### src/rtl/timer_irq_ctrl_pkg.sv
// Shared definitions for the machine-mode timer interrupt controller:
// CSR addresses, implemented bit positions, trap cause and FSM encoding.
package timer_irq_ctrl_pkg;

    localparam logic [11:0] CSR_MSTATUS = 12'h300;
    localparam logic [11:0] CSR_MIE     = 12'h304;
    localparam logic [11:0] CSR_MTVEC   = 12'h305;
    localparam logic [11:0] CSR_MEPC    = 12'h341;
    localparam logic [11:0] CSR_MCAUSE  = 12'h342;
    localparam logic [11:0] CSR_MIP     = 12'h344;

    localparam int MIE_BIT  = 3;
    localparam int MPIE_BIT = 7;
    localparam int MTIP_BIT = 7;

    localparam logic [31:0] MCAUSE_MTI = 32'h8000_0007;
    localparam logic [31:0] ALIGN_MASK = 32'hFFFF_FFFC;

    typedef enum logic [1:0] {
        ST_IDLE  = 2'd0,
        ST_REQ   = 2'd1,
        ST_ENTER = 2'd2
    } trap_state_e;

    // Word-align an address; mtvec and mepc never hold the low two bits.
    function automatic logic [31:0] align_word(input logic [31:0] addr);
        return addr & ALIGN_MASK;
    endfunction

endpackage

### src/rtl/irq_csr_file.sv
// Machine-mode interrupt CSR storage: software read/write with field masking,
// plus hardware update ports for trap entry, mret and the timer pending bit.
module irq_csr_file
    import timer_irq_ctrl_pkg::*;
#(
    parameter logic [31:0] MTVEC_RESET = 32'h0000_0100
) (
    input  logic        clk,
    input  logic        reset_n,
    input  logic        csr_we,
    input  logic [11:0] csr_addr,
    input  logic [31:0] csr_wdata,
    output logic [31:0] csr_rdata,
    input  logic        mtip_set,
    input  logic        trap_enter,
    input  logic        mret_exec,
    input  logic [31:0] epc,
    output logic        mie_bit,
    output logic        mtie_bit,
    output logic        mtip_bit,
    output logic [31:0] mepc,
    output logic [31:0] mtvec
);

    logic        mie_r;
    logic        mpie_r;
    logic        mtie_r;
    logic        mtip_r;
    logic [31:0] mtvec_r;
    logic [31:0] mepc_r;
    logic [31:0] mcause_r;

    logic wr_mstatus_s;
    logic wr_mie_s;
    logic wr_mtvec_s;
    logic wr_mepc_s;
    logic wr_mcause_s;
    logic mtip_clr_s;
    logic [31:0] rdata_s;

    // Decode software write strobes per CSR.
    always_comb begin
        wr_mstatus_s = 1'b0;
        wr_mie_s     = 1'b0;
        wr_mtvec_s   = 1'b0;
        wr_mepc_s    = 1'b0;
        wr_mcause_s  = 1'b0;
        mtip_clr_s   = 1'b0;
        if (csr_we) begin
            case (csr_addr)
                CSR_MSTATUS: wr_mstatus_s = 1'b1;
                CSR_MIE:     wr_mie_s     = 1'b1;
                CSR_MTVEC:   wr_mtvec_s   = 1'b1;
                CSR_MEPC:    wr_mepc_s    = 1'b1;
                CSR_MCAUSE:  wr_mcause_s  = 1'b1;
                CSR_MIP:     mtip_clr_s   = ~csr_wdata[MTIP_BIT];
                default:     mtip_clr_s   = 1'b0;
            endcase
        end else begin
            mtip_clr_s = 1'b0;
        end
    end

    // CSR state; hardware trap/mret updates take priority over software writes.
    always_ff @(posedge clk) begin
        if (!reset_n) begin
            mie_r    <= 1'b0;
            mpie_r   <= 1'b0;
            mtie_r   <= 1'b0;
            mtip_r   <= 1'b0;
            mtvec_r  <= align_word(MTVEC_RESET);
            mepc_r   <= 32'h0000_0000;
            mcause_r <= 32'h0000_0000;
        end else begin
            if (trap_enter) begin
                mpie_r <= mie_r;
                mie_r  <= 1'b0;
            end else if (mret_exec) begin
                mie_r  <= mpie_r;
                mpie_r <= 1'b1;
            end else if (wr_mstatus_s) begin
                mie_r  <= csr_wdata[MIE_BIT];
                mpie_r <= csr_wdata[MPIE_BIT];
            end

            if (wr_mie_s) begin
                mtie_r <= csr_wdata[MTIP_BIT];
            end

            if (wr_mtvec_s) begin
                mtvec_r <= align_word(csr_wdata);
            end

            if (trap_enter) begin
                mepc_r   <= align_word(epc);
                mcause_r <= MCAUSE_MTI;
            end else begin
                if (wr_mepc_s) begin
                    mepc_r <= align_word(csr_wdata);
                end
                if (wr_mcause_s) begin
                    mcause_r <= csr_wdata;
                end
            end

            // A fresh pulse beats any clear landing in the same cycle.
            if (mtip_set) begin
                mtip_r <= 1'b1;
            end else if (trap_enter || mtip_clr_s) begin
                mtip_r <= 1'b0;
            end
        end
    end

    // Combinational read mux; unimplemented bits and addresses read zero.
    always_comb begin
        rdata_s = 32'h0000_0000;
        case (csr_addr)
            CSR_MSTATUS: begin
                rdata_s[MIE_BIT]  = mie_r;
                rdata_s[MPIE_BIT] = mpie_r;
            end
            CSR_MIE:     rdata_s[MTIP_BIT] = mtie_r;
            CSR_MTVEC:   rdata_s = mtvec_r;
            CSR_MEPC:    rdata_s = mepc_r;
            CSR_MCAUSE:  rdata_s = mcause_r;
            CSR_MIP:     rdata_s[MTIP_BIT] = mtip_r;
            default:     rdata_s = 32'h0000_0000;
        endcase
    end

    assign csr_rdata = rdata_s;
    assign mie_bit   = mie_r;
    assign mtie_bit  = mtie_r;
    assign mtip_bit  = mtip_r;
    assign mepc      = mepc_r;
    assign mtvec     = mtvec_r;

endmodule

### src/rtl/timer_irq_ctrl.sv
// Timer interrupt receiver and trap-entry controller: requests a trap from the
// pipeline, saves the interrupted PC and redirects fetch on trap entry or mret.
module timer_irq_ctrl
    import timer_irq_ctrl_pkg::*;
#(
    parameter logic [31:0] MTVEC_RESET = 32'h0000_0100
) (
    input  logic        clk,
    input  logic        reset_n,
    input  logic        timer_interrupt,
    input  logic        csr_we,
    input  logic [11:0] csr_addr,
    input  logic [31:0] csr_wdata,
    output logic [31:0] csr_rdata,
    input  logic [31:0] retire_pc,
    output logic        trap_req,
    input  logic        trap_ack,
    input  logic        mret,
    output logic        redirect_valid,
    output logic [31:0] redirect_pc
);

    trap_state_e state_r;
    logic        trap_req_r;
    logic        redirect_valid_r;
    logic [31:0] redirect_pc_r;

    logic        mie_s;
    logic        mtie_s;
    logic        mtip_s;
    logic [31:0] mepc_s;
    logic [31:0] mtvec_s;
    logic        take_s;
    logic        trap_enter_s;
    logic        mret_exec_s;
    logic [31:0] mtvec_next_s;

    irq_csr_file #(
        .MTVEC_RESET (MTVEC_RESET)
    ) u_csr (
        .clk        (clk),
        .reset_n    (reset_n),
        .csr_we     (csr_we),
        .csr_addr   (csr_addr),
        .csr_wdata  (csr_wdata),
        .csr_rdata  (csr_rdata),
        .mtip_set   (timer_interrupt),
        .trap_enter (trap_enter_s),
        .mret_exec  (mret_exec_s),
        .epc        (retire_pc),
        .mie_bit    (mie_s),
        .mtie_bit   (mtie_s),
        .mtip_bit   (mtip_s),
        .mepc       (mepc_s),
        .mtvec      (mtvec_s)
    );

    // Take condition, trap-vs-mret arbitration and the mtvec value seen in ENTER.
    always_comb begin
        take_s       = mtip_s & mtie_s & mie_s;
        trap_enter_s = (state_r == ST_REQ) & trap_ack;
        mret_exec_s  = mret & ~trap_enter_s;
        mtvec_next_s = mtvec_s;
        if (csr_we && (csr_addr == CSR_MTVEC)) begin
            mtvec_next_s = align_word(csr_wdata);
        end else begin
            mtvec_next_s = mtvec_s;
        end
    end

    // Trap FSM with registered request and redirect outputs.
    always_ff @(posedge clk) begin
        if (!reset_n) begin
            state_r          <= ST_IDLE;
            trap_req_r       <= 1'b0;
            redirect_valid_r <= 1'b0;
            redirect_pc_r    <= 32'h0000_0000;
        end else begin
            redirect_valid_r <= 1'b0;
            if (mret_exec_s) begin
                redirect_valid_r <= 1'b1;
                redirect_pc_r    <= mepc_s;
            end
            case (state_r)
                ST_IDLE: begin
                    if (take_s) begin
                        state_r    <= ST_REQ;
                        trap_req_r <= 1'b1;
                    end else begin
                        trap_req_r <= 1'b0;
                    end
                end
                ST_REQ: begin
                    if (trap_ack) begin
                        state_r          <= ST_ENTER;
                        trap_req_r       <= 1'b0;
                        redirect_valid_r <= 1'b1;
                        redirect_pc_r    <= mtvec_next_s;
                    end else if (!take_s) begin
                        state_r    <= ST_IDLE;
                        trap_req_r <= 1'b0;
                    end else begin
                        trap_req_r <= 1'b1;
                    end
                end
                ST_ENTER: begin
                    state_r    <= ST_IDLE;
                    trap_req_r <= 1'b0;
                end
                default: begin
                    state_r    <= ST_IDLE;
                    trap_req_r <= 1'b0;
                end
            endcase
        end
    end

    assign trap_req       = trap_req_r;
    assign redirect_valid = redirect_valid_r;
    assign redirect_pc    = redirect_pc_r;

endmodule
### config.mk
export PLATFORM = sky130hd
export DESIGN_NAME = timer_irq_ctrl
export DESIGN_NICKNAME = d
export VERILOG_FILES = /design/src/rtl/timer_irq_ctrl_pkg.sv /design/src/rtl/irq_csr_file.sv /design/src/rtl/timer_irq_ctrl.sv
export SDC_FILE = /design/constraint.sdc
export NUM_CORES = 1
export LEC_CHECK = 0
export BUFFER_PORTS_ARGS = -buffer_cell sky130_fd_sc_hd__buf_2
export CORE_MARGIN = 5
export CORE_UTILIZATION = 36
export CTS_BUF_LIST = sky130_fd_sc_hd__clkbuf_8
export DETAILED_ROUTE_END_ITERATION = 10
export PLACE_DENSITY = 0.65
export SYNTH_ARGS = -nofsm -noshare
export SYNTH_HDL_FRONTEND = slang
export SYNTH_SLANG_ARGS = --single-unit
### constraint.sdc
create_clock -name clk -period 3.4 [get_ports clk]
set_input_delay 0.34 -clock clk [delete_from_list [all_inputs] [get_ports clk]]
set_output_delay 0.34 -clock clk [all_outputs]
set_load 0.02 [all_outputs]
==> results of run 1 <==
[how the worst max path moves through the flow]
| stage | start | endpoint | slack [ns] |
|---|---|---|---|
| 6_report | csr_addr[3] | csr_rdata[8] | 0.86 |
| 3_3_place_gp | csr_addr[3] | csr_rdata[8] | 0.86 |
| 5_1_grt | csr_addr[3] | csr_rdata[12] | 0.70 |
| 3_5_place_dp | csr_addr[3] | csr_rdata[8] | 0.84 |
| 4_1_cts | csr_addr[3] | csr_rdata[8] | 0.83 |
| 2_1_floorplan | csr_addr[11] | csr_rdata[10] | 1.04 |
[cell type report]
type | count | share of cell area (%)
multi-input cells | 453 | 40.8
clock buffers | 18 | 3.46
clock inverters | 14 | 1.69
well taps | 220 | 3.84
inverters | 34 | 1.78
flip-flops and latches | 132 | 36.9
repair buffers | 157 | 11.6
[registers in the layout, indices dropped and copies added, names as in the netlist]
name            flops
u_csr.mepc         30
u_csr.mtip_bit      1
u_csr.mcause_r     32
trap_req            1
u_csr.mpie_r        1
u_csr.mie_bit       1
redirect_pc        32
state_r             2
u_csr.mtie_bit      1
u_csr.mtvec        30
redirect_valid      1
[worst max-delay path, delay by kind of cell]
| family | cells | cell delay (ns) |
|---|---|---|
| AND/OR/NAND/NOR | 2 | 0.81 |
| buffers and inverters | 3 | 0.73 |
| AO/OA/AOI/OAI | 2 | 0.31 |
[cell usage after synthesis (all sizes together) (2+ instances only)]
cell type / number
a21oi: 31
a22oi: 29
a311oi: 33
a31oi: 2
and3: 2
buf: 13
clkbuf: 44
dfxtp: 132
inv: 33
mux2: 29
mux2i: 62
nand2: 68
nand3: 2
nand3b: 2
nand4bb: 2
nor2: 93
nor2b: 3
nor3: 8
nor4: 4
nor4b: 2
o211a: 2
o21ai: 58
or3: 3
or4: 5
[stage by stage]
stage          hold slack (ns)  utilization (%)  total power [W]  instances  worst slack (ns)
2_1_floorplan            0.429                -          0.00165        676              1.04
3_3_place_gp             0.453             41.4          0.00173        996             0.859
3_5_place_dp             0.454             41.4          0.00173        996             0.842
4_1_cts                 0.0880             43.7          0.00299       1028             0.831
5_1_grt                 0.0904             43.7          0.00307       1028             0.696
6_report                 0.123             43.7          0.00295       1028             0.856
[kinds of logic after synthesis]
family,share of synthesized area [%]
buffers and inverters,6.91
DFF,44.4
muxes,15.9
AOI/OAI and AO/OA,17.6
and+or+nand+nor,15.2
[layer usage]
layer  wire (um)  share of wire, %  vias to the layer above
met3         782               4.6                       11
met4         178               1.0                        0
met1        7640                45                     2545
li1            -                 -                     2620
met5           0                 0                        -
met2        8410                49                      116
[report_power, final]
part | leakage (nW) | switching [W] | internal (W) | total [W]
Sequential | 1.06 | 0.00000285 | 0.00155 | 0.00155
Clock | 0.201 | 0.000600 | 0.000653 | 0.00125
Combinational | 2.06 | 0.0000895 | 0.0000570 | 0.000146
==> summary.txt, run 1 <==
Run status
  – Status: complete, no violations

Route
  – # DRC: 0
  – Routed length per placed instance: 16.5 um
  – DR pass1 iterations: 5
  – Vias after detailed routing: roughly 5300
  – Antenna-violating nets left: 0
  – Drt total wl: 17.0 mm
  – Initial DRC Count: 226
  – Post-DR vias/cell: 5.15

Clock network
  – Postcts setup bufs: 0
  – Insertion delay to the later sink of the worst-skew pair: 0.43 ns
  – Clk slew on worst S/H paths: roughly 0.07 ns
  – Clock sink count: about 130
  – Clock root cell: clkbuf_8
  – Max clock buf depth: 2
  – CTS tree: done
  – Cts repair resizes: 0
  – H-tree lvl count: 4
  – Post-CTS Hold Fix Bufs: 0
  – Cts bufs inserted: 17

Timing
  – Final hold vios: 0
  – Final setup vio count: 0
  – Fin crit period: roughly 2.5 ns
  – Max-slew violations: 0
  – Final TNS setup: 0 ns
  – Slew Limit Headroom: 33.6%
  – Final Cycle Share: 74.8%
  – RSZ-0062 raised after global routing: false
  – Max Freq: 0.393 GHz
  – Slew @ Worst Pin: between 0.9 and 1 ns
  – Worst Skew: 0.00983 ns

Pwr
  – Pleak: 3.33 nW
  – Peak supply drop: 0.368 mV
  – Cell area power density: 412 nW/um2

GRT
  – Vias in the first global route: 5287
  – Pin count of the biggest net entering global routing: 62
  – GRT busiest layer: met2
  – Met2 Use GR: 30.9%
  – Initial antenna violation count: 0
  – First-pass GRT wire length: 27.8 mm
  – Global-route usage over all layers: between 10% and 20%
  – GR Overflow Total: 0
  – Met1 Track Usage GR: between 20% and 30%
  – Routing usage on met3: 5.24%

Logic synthesis
  – Syn nets: 758
  – Synth top area share: around 44%
  – Ys Warns: 0
  – Synth cell types: 44
  – EDFF count, synth: 0
  – Synth top area cells: dfxtp_1 44%, mux2i_1 10%, nor2_1 5.9%
  – Post-synthesis instance total: 676
  – Syn Area/Cell: 8.81 um2
  – Post-synth top area cell: dfxtp_1
  – Post-synthesis cell area: 5960 um2
  – Register area share after synthesis: between 40 and 50%
  – Dominant synthesized flop cell: dfxtp_1
  – Register bit total from synthesis: around 130
  – Async S/R FF share, synth: 0%

Cells and area
  – Fillers: 1669
  – Layout cells sized above 1: 27.6%
  – Commonest non-fill, non-tap cell in the layout: buf_2
  – ANT cells: 0
  – Multi-input logic area: 2920 um2
  – Fin area: 7160 um2
  – Area growth, synth to finish: 20.2%
  – Most frequent cells in the layout: 145 x buf_2, 132 x dfxtp_1, 93 x nor2_1
  – Nets: 877
  – Reg area: 2640 um2

Die
  – Placement row count: 47
  – Die Wd: 139 um
  – Die height: 139 um
  – CORE AREA: 16400 um2
  – Initial Util: between 30% and 40%
  – IO Count: 148
  – DIE AREA: 19200 um2

Run
  – MaxCap Viol Count: 0

Worst setup path
  – Critical path class: in2out
  – Slowest cell delay on critical path: 0.45 ns
  – Critical path, cell by cell: buf_2 > nand4b_1 > nor4_4 > buf_4 > a22oi_1 > o21ai_1 > buf_2
  – Reg2reg setup slack: 1.34 ns
  – Worst r2r dst: u_csr.mcause_r[25]$_SDFFE_PP0P_
  – RR Startpoint: state_r[1]$_SDFFE_PN0P_
  – CP startpoint kind: input pin
  – CP max-delay cell: nand4b_1
  – Critical path peak fanout: 28
  – Required time of the critical path: 3.06 ns
  – CP Capture Type: output pin
  – Register-to-Register Path Depth: 4
  – Most Frequent Cell on Critical Path: buf_2
  – Worst EP arrival: 2.20 ns

Worst hold path
  – Hold Path Stages: 2
  – Worst hold endpoint: u_csr.mtip_bit$_SDFFE_PN0P_
  – Worst hold path startpoint: timer_interrupt
  – Hold Path Class: in2reg

Placed design
  – Port Buffers: 145
  – Dpl cell area: 6790 um2
  – DP HPWL: approximately 11 mm
  – GP Congestion: ~0.75
(Power assumes the default switching activity.)
==> run 2, diff against run 1 <==
--- a/config.mk
+++ b/config.mk
@@ -5,6 +5,7 @@
 export SDC_FILE = /design/constraint.sdc
 export NUM_CORES = 1
 export LEC_CHECK = 0
+export ABC_AREA = 1
 export BUFFER_PORTS_ARGS = -buffer_cell sky130_fd_sc_hd__buf_2
 export CORE_MARGIN = 5
 export CORE_UTILIZATION = 36
==> constraint.sdc (replaced) <==
create_clock -name clk -period 2.4 [get_ports clk]
set_input_delay 0.24 -clock clk [delete_from_list [all_inputs] [get_ports clk]]
set_output_delay 0.24 -clock clk [all_outputs]
set_load 0.02 [all_outputs]
==> run 2 against run 1 <==
Against the previous run: non-clock buffer count increased by 16; hold slack worse by 0.047 ns; first-iteration DRC count increased by 76%; sequential power up 45%; critical path depth grew 1; global-route usage increased by 3.1 points; worst setup slack lost 0.57 ns; count of clock-buffer cells in the layout is 1 higher; final area increased by 2.4%; routed wire length grew 17%; sequential cell count stayed put; highest routed layer unchanged.
==> summary.txt, run 2 <==
Logic synthesis
  – Syn nets: 919 (+21%)
  – Count leader, synth: inv_1
  – Register area share after synthesis: 44.2% (-0.19 points)
  – Post-synth top area cell: dfxtp_1
  – Synth top area share: 44.2% (-0.19 points)
  – Leading cell types by count after synthesis: 135 x inv_1, 132 x dfxtp_1, 117 x nand2_1
  – Async S/R FF share, synth: 0% (unchanged)
  – Ys Warns: 0 (unchanged)
  – Register bit total from synthesis: 132 (unchanged)
  – Synth top area cells: dfxtp_1 44%, inv_1 8.5%, nand2_1 7.3%
  – Post-synthesis cell area: 5980 um2 (+0.42%)
  – Post-synthesis instance total: 837 (+24%)
  – EDFF count, synth: 0 (unchanged)
  – Synth cell types: 29 (-34%)
  – Dominant synthesized flop cell: dfxtp_1
  – Syn Area/Cell: 7.15 um2 (-19%)

Cells and area
  – Fin cells: 1204 (+17%)
  – Most frequent cells in the layout: 145 x buf_2, 138 x inv_1, 132 x dfxtp_1
  – Fillers: 1785 (+7.0%)
  – Commonest non-fill, non-tap cell in the layout: buf_2
  – Layout cells sized above 1: 22.0% (-5.6 points)
  – Area growth, synth to finish: 22.6%
  – ANT cells: 0 (unchanged)
  – Nets: 1053 (+20%)
  – Fin area: 7330 um2 (+2.4%)

Route
  – Post-DR vias/cell: 5.09 (-1.1%)
  – Initial DRC Count: 398 (+76%)
  – Drt total wl: 19.9 mm (+17%)
  – Antenna-violating nets left: 0 (unchanged)
  – Vias after detailed routing: 6127 (+16%)
  – # DRC: 0 (unchanged)
  – DR pass1 iterations: 5 (unchanged)
  – Routed length per placed instance: 16.5 um (about the same)

Worst setup path
  – Reg2reg setup slack: 0.80 ns (-0.54 ns)
  – Required time of the critical path: 2.16 ns (-0.90 ns)
  – Slowest cell delay on critical path: 0.32 ns (-0.13 ns)
  – Critical path, cell by cell: buf_2 > nor2_1 > nand2_2 > nor2_4 > nand2_2 > buf_4 > o221ai_1 > buf_2
  – RR Startpoint: state_r[0]$_SDFFE_PN0P_
  – CP startpoint kind: input pin
  – Worst EP arrival: 1.88 ns (-0.32 ns)
  – Worst Setup SP: csr_addr[11]
  – Worst r2r dst: u_csr.mepc[21]$_SDFFE_PN0P_
  – CP max-delay cell: buf_4
  – Register-to-Register Path Depth: 7 (+3)
  – Critical path class: in2out
  – CP top delay family: simple AND/OR/NAND/NOR gates
  – Critical path buffers and inverters: 3 (unchanged)
  – CP Capture Type: output pin
  – Critical path peak fanout: 18 (-36%)

Timing
  – Final setup vio count: 0 (unchanged)
  – RSZ-0062 raised after global routing: false
  – Worst Skew: 0.0117 ns (+0.00189 ns)
  – Final hold vios: 0 (unchanged)
  – Final TNS setup: 0 ns (unchanged)
  – Hold WS: 0.0756 ns (-0.0470 ns)
  – Max-slew violations: 0 (unchanged)
  – Slew @ Worst Pin: 0.726 ns (-0.270 ns)
  – Final Cycle Share: 88.2%
  – Fin crit period: 2.12 ns
  – Slew Limit Headroom: 51.6% (+18 points)
  – Max Freq: ~0.47 GHz

Die
  – IO Count: 148 (unchanged)
  – DIE AREA: 19300 um2 (+0.39%)
  – Initial Util: 36.3% (about the same)
  – Die height: 139 um (+0.19%)
  – Placement row count: 47 (unchanged)
  – CORE AREA: 16500 um2 (+0.36%)
  – Die Wd: 139 um (+0.19%)

Placed design
  – Port Buffers: 145 (unchanged)
  – DP HPWL: 13.2 mm (+20%)
  – GP Congestion: 0.824 (+9.5%)
  – # placed instances: 1170 (+17%)
  – Dpl cell area: 6890 um2 (+1.4%)

GRT
  – Vias in the first global route: 6021 (+14%)
  – Initial antenna violation count: 0 (unchanged)
  – First-pass GRT wire length: 32.1 mm (+15%)
  – Global-route usage over all layers: 20.8% (+3.1 points)
  – GR Overflow Total: 0 (unchanged)
  – Pin count of the biggest net entering global routing: 66 (+6.5%)

Run
  – MaxCap Viol Count: 0 (unchanged)

Clock network
  – Postcts setup bufs: 0 (unchanged)
  – H-tree lvl count: 4 (unchanged)
  – Clk slew on worst S/H paths: 0.08 ns (about the same)
  – Clock root cell: clkbuf_8
  – Insertion delay to the later sink of the worst-skew pair: 0.43 ns (about the same)
  – Cts bufs inserted: 17 (unchanged)
  – CTS tree: done
  – Clock sink count: 132 (unchanged)
  – Cts repair resizes: 0 (unchanged)
  – Max clock buf depth: 2 (unchanged)

Worst hold path
  – Hold Path Class: in2reg
  – Worst hold path startpoint: csr_wdata[1]
  – Hold Path Stages: 3 (+1)
  – Worst hold endpoint: u_csr.mcause_r[1]$_SDFFE_PN0P_

Pwr
  – Total power: 0.00461 W (+56%)
  – Peak supply drop: 0.304 mV (-17%)
  – Pint: 0.00351 W (+55%)
  – Cell area power density: 628 nW/um2 (+52%)
  – NetSw: 0.00109 W (+58%)
  – Pleak: 3.56 nW (+6.9%)
  – Clock share of power: 43.9% (+1.5 points)
  – Seq pwr share: 48.6% (-4.0 points)
  – Switching share of total power: 23.8% (+0.30 points)
  – Comb pwr share: 7.4% (+2.4 points)

Run status
  – Status: complete, no violations
## run 2: layout make-up
class	instances	area [um2]	area share, %
clock inverters	13	165	2.25
multi-input cells	507	2520	34.4
clock buffers	19	262	3.57
inverters	140	526	7.16
well taps	220	275	3.75
flip-flops and latches	132	2640	36.0
repair buffers	173	941	12.8
## run 2: what timing repair did
item / in CTS / in global routing
hold endpoints to repair: 2 / 0
hold buffers: 2 / 0
setup endpoints to repair: 0 / 0
## run 2: layer usage
layer | global-route usage (%) | part of all wire (%) | wire (um)
met1 | 26.6 | 44 | 8720
met2 | 34.2 | 47 | 9380
met3 | 4.86 | 7.4 | 1480
met4 | 7.72 | 1.7 | 343
met5 | 0 | 0 | 0
## run 2: power groups by stage
stage / clock network [W] / logic (W) / registers, W
floorplan: 0 / 0.000144 / 0.00232
global route: 0.00217 / 0.000376 / 0.00224
finish: 0.00202 / 0.000343 / 0.00224
global placement: 0 / 0.000336 / 0.00229
CTS: 0.00208 / 0.000343 / 0.00224
detailed placement: 0 / 0.000338 / 0.00229
## run 2: logic make-up after synthesis
| kind of cell | count (synthesis) | synth area share [%] |
|---|---|---|
| buffers and inverters | 198 | 13.7 |
| AO/OA/AOI/OAI | 219 | 20.8 |
| AND/OR/NAND/NOR | 288 | 21.3 |
| flip-flops | 132 | 44.2 |
## run 2: tightest hold or removal path, cell delays in order
cell and delay (ns):
buf_2 0.08, o21ai_1 0.06, o21ai_1 0.10
## run 2: stage by stage
step                setup slack, ns  util (%)
floorplan                     0.821         -
global placement              0.355      41.8
detailed placement            0.316      41.8
CTS                           0.316      44.5
global route                  0.261      44.5
finish                        0.284      44.5
## run 2: how the worst max path moves through the flow
stage	end	cells past startpoint
floorplan	csr_rdata[16]	6
global placement	csr_rdata[10]	8
detailed placement	csr_rdata[31]	8
CTS	csr_rdata[31]	8
global route	csr_rdata[10]	8
finish	csr_rdata[10]	8
==> run 3, diff against run 2 <==
--- a/config.mk
+++ b/config.mk
@@ -12,6 +12,7 @@
 export CTS_BUF_LIST = sky130_fd_sc_hd__clkbuf_8
 export DETAILED_ROUTE_END_ITERATION = 10
 export PLACE_DENSITY = 0.65
+export SETUP_SLACK_MARGIN = 0.3
 export SYNTH_ARGS = -nofsm -noshare
 export SYNTH_HDL_FRONTEND = slang
 export SYNTH_SLANG_ARGS = --single-unit
==> run 3 against run 2 <==
Against the previous run: clock skew hardly changed; first-iteration DRC count fell by 1.3%; critical path type unchanged; count of clock-buffer cells in the layout is the same.
==> summary.txt, run 3 (synthesis results as in run 2) <==
Run status
  – Status: complete, no violations

Cells and area
  – Most frequent cells in the layout: 145 x buf_2, 138 x inv_1, 132 x dfxtp_1
  – ANT cells: 0 (unchanged)
  – Multi-input logic area: 2530 um2 (+0.20%)
  – Fin cells: 1205 (+0.083%)
  – Commonest non-fill, non-tap cell in the layout: buf_2
  – Nets: 1054 (+0.095%)
  – Fillers: 1784 (-0.056%)
  – Reg area: 2640 um2 (unchanged)
  – Area growth, synth to finish: 22.9%
  – Layout cells sized above 1: 22.0% (+0.079 points)
  – Fin util: 44.6% (+0.099 points)

Worst setup path
  – Reg2reg setup slack: 0.81 ns (about the same)
  – RR Startpoint: state_r[0]$_SDFFE_PN0P_
  – Required time of the critical path: 2.16 ns (about the same)
  – Worst EP arrival: 1.74 ns (-0.14 ns)
  – Register-to-Register Path Depth: 7 (unchanged)
  – Critical path peak fanout: 21 (+3)
  – CP Capture Type: output pin
  – Critical path class: in2out
  – Worst Setup SP: csr_addr[11]
  – Worst r2r dst: u_csr.mepc[21]$_SDFFE_PN0P_
  – CP startpoint kind: input pin

Timing
  – Final setup vio count: 0 (unchanged)
  – Final TNS setup: 0 ns (unchanged)
  – PnR worst setup slack: 0.419 ns (+0.135 ns)
  – Final hold vios: 0 (unchanged)
  – Fin crit period: 1.98 ns (-0.135 ns)
  – Max Freq: 0.505 GHz (+6.8%)
  – Slew @ Worst Pin: 0.723 ns (-0.00328 ns)
  – Final Cycle Share: 82.6% (-5.6 points)
  – Max-slew violations: 0 (unchanged)
  – Worst Skew: 0.0120 ns (+0.000269 ns)
  – Slew Limit Headroom: 51.8% (+0.22 points)
  – RSZ-0062 raised after global routing: false

Route
  – Initial DRC Count: 393 (-1.3%)
  – Vias after detailed routing: 6166 (+0.64%)
  – # DRC: 0 (unchanged)
  – Post-DR vias/cell: 5.12 (+0.55%)
  – DR pass1 iterations: 6 (+1)
  – Routed length per placed instance: 16.5 um (-0.12%)
  – Antenna-violating nets left: 0 (unchanged)
  – Drt total wl: 19.9 mm (about the same)

Worst hold path
  – Worst hold endpoint: u_csr.mcause_r[1]$_SDFFE_PN0P_
  – Worst hold path startpoint: csr_wdata[1]
  – Hold Path Class: in2reg
  – Hold Path Stages: 3 (unchanged)

Die
  – DIE AREA: 19300 um2 (unchanged)
  – IO Count: 148 (unchanged)
  – Die Wd: 139 um (unchanged)
  – Die height: 139 um (unchanged)
  – Initial Util: 36.3% (unchanged)
  – CORE AREA: 16500 um2 (unchanged)
  – Placement row count: 47 (unchanged)

Pwr
  – Cell area power density: 627 nW/um2 (-0.17%)
  – Pleak: 3.58 nW (+0.62%)
  – Peak supply drop: 0.306 mV (+0.69%)

Clock network
  – Clk slew on worst S/H paths: 0.08 ns (about the same)
  – Clock root cell: clkbuf_8
  – CTS tree: done
  – H-tree lvl count: 4 (unchanged)
  – Clock sink count: 132 (unchanged)
  – Max clock buf depth: 2 (unchanged)
  – Insertion delay to the later sink of the worst-skew pair: 0.44 ns (about the same)
  – Cts bufs inserted: 17 (unchanged)

GRT
  – Vias in the first global route: 6021 (unchanged)
  – First-pass GRT wire length: 32.1 mm (unchanged)
  – GR Overflow Total: 0 (unchanged)
  – Pin count of the biggest net entering global routing: 66 (unchanged)
  – Global-route usage over all layers: 20.8% (unchanged)
  – Initial antenna violation count: 0 (unchanged)

Placed design
  – Place WS: 0.316 ns (unchanged)
  – DP HPWL: 13.2 mm (unchanged)
  – Port Buffers: 145 (unchanged)
  – # placed instances: 1170 (unchanged)
  – GP Congestion: 0.824 (unchanged)

Run
  – MaxCap Viol Count: 0 (unchanged)
==> run 3: layer usage <==
metal | vias up | global-route usage [%] | wire length [um]
met5 | - | 0 | 0
met4 | 0 | 7.72 | 380
met3 | 30 | 4.86 | 1500
met2 | 266 | 34.2 | 9300
met1 | 2832 | 26.6 | 8740
li1 | 3038 | - | -
==> run 3: critical path: stages <==
cell and delay, ns:
buf_2 0.10, nor2_1 0.13, nand2_2 0.16, nor2_1 0.16, and2_1 0.16, buf_4 0.31, nand2_1 0.09, o211ai_1 0.15
buf_2 0.23
==> run 3: area by class of cell <==
cell class,count,area share (%)
Sequential cell,132,35.9
Multi-Input combinational cell,507,34.4
Timing Repair Buffer,174,13.0
Inverter,140,7.15
Tap cell,220,3.74
Clock buffer,19,3.56
Clock inverter,13,2.25
==> run 3: repair_timing <==
item	in CTS	in global routing
setup endpoints to repair	0	10
hold buffers	2	0
resized for setup	0	2
buffers inserted	0	1
hold endpoints to repair	2	0
==> run 3: through the flow <==
step                area (um2)  power, W  hold WS, ns
floorplan                 5980   0.00246        0.346
global placement          6890   0.00263        0.419
detailed placement        6890   0.00263        0.427
CTS                       7330   0.00466       0.0433
global route              7350   0.00479       0.0422
finish                    7350   0.00461       0.0750
==> run 3: report_power, final <==
group          switching (W)  total [W]  internal (W)
sequential         0.0000190    0.00224       0.00222
clock               0.000857    0.00203       0.00117
combinational       0.000220   0.000343      0.000122
total                0.00110    0.00461       0.00351
==> run 3: how the worst max path moves through the flow <==
stage | end | slack (ns) | cells after the start
2_1_floorplan | csr_rdata[16] | 0.82 | 6
3_3_place_gp | csr_rdata[10] | 0.35 | 8
6_report | csr_rdata[8] | 0.42 | 9
3_5_place_dp | csr_rdata[31] | 0.32 | 8
5_1_grt | csr_rdata[8] | 0.31 | 9
4_1_cts | csr_rdata[31] | 0.32 | 8
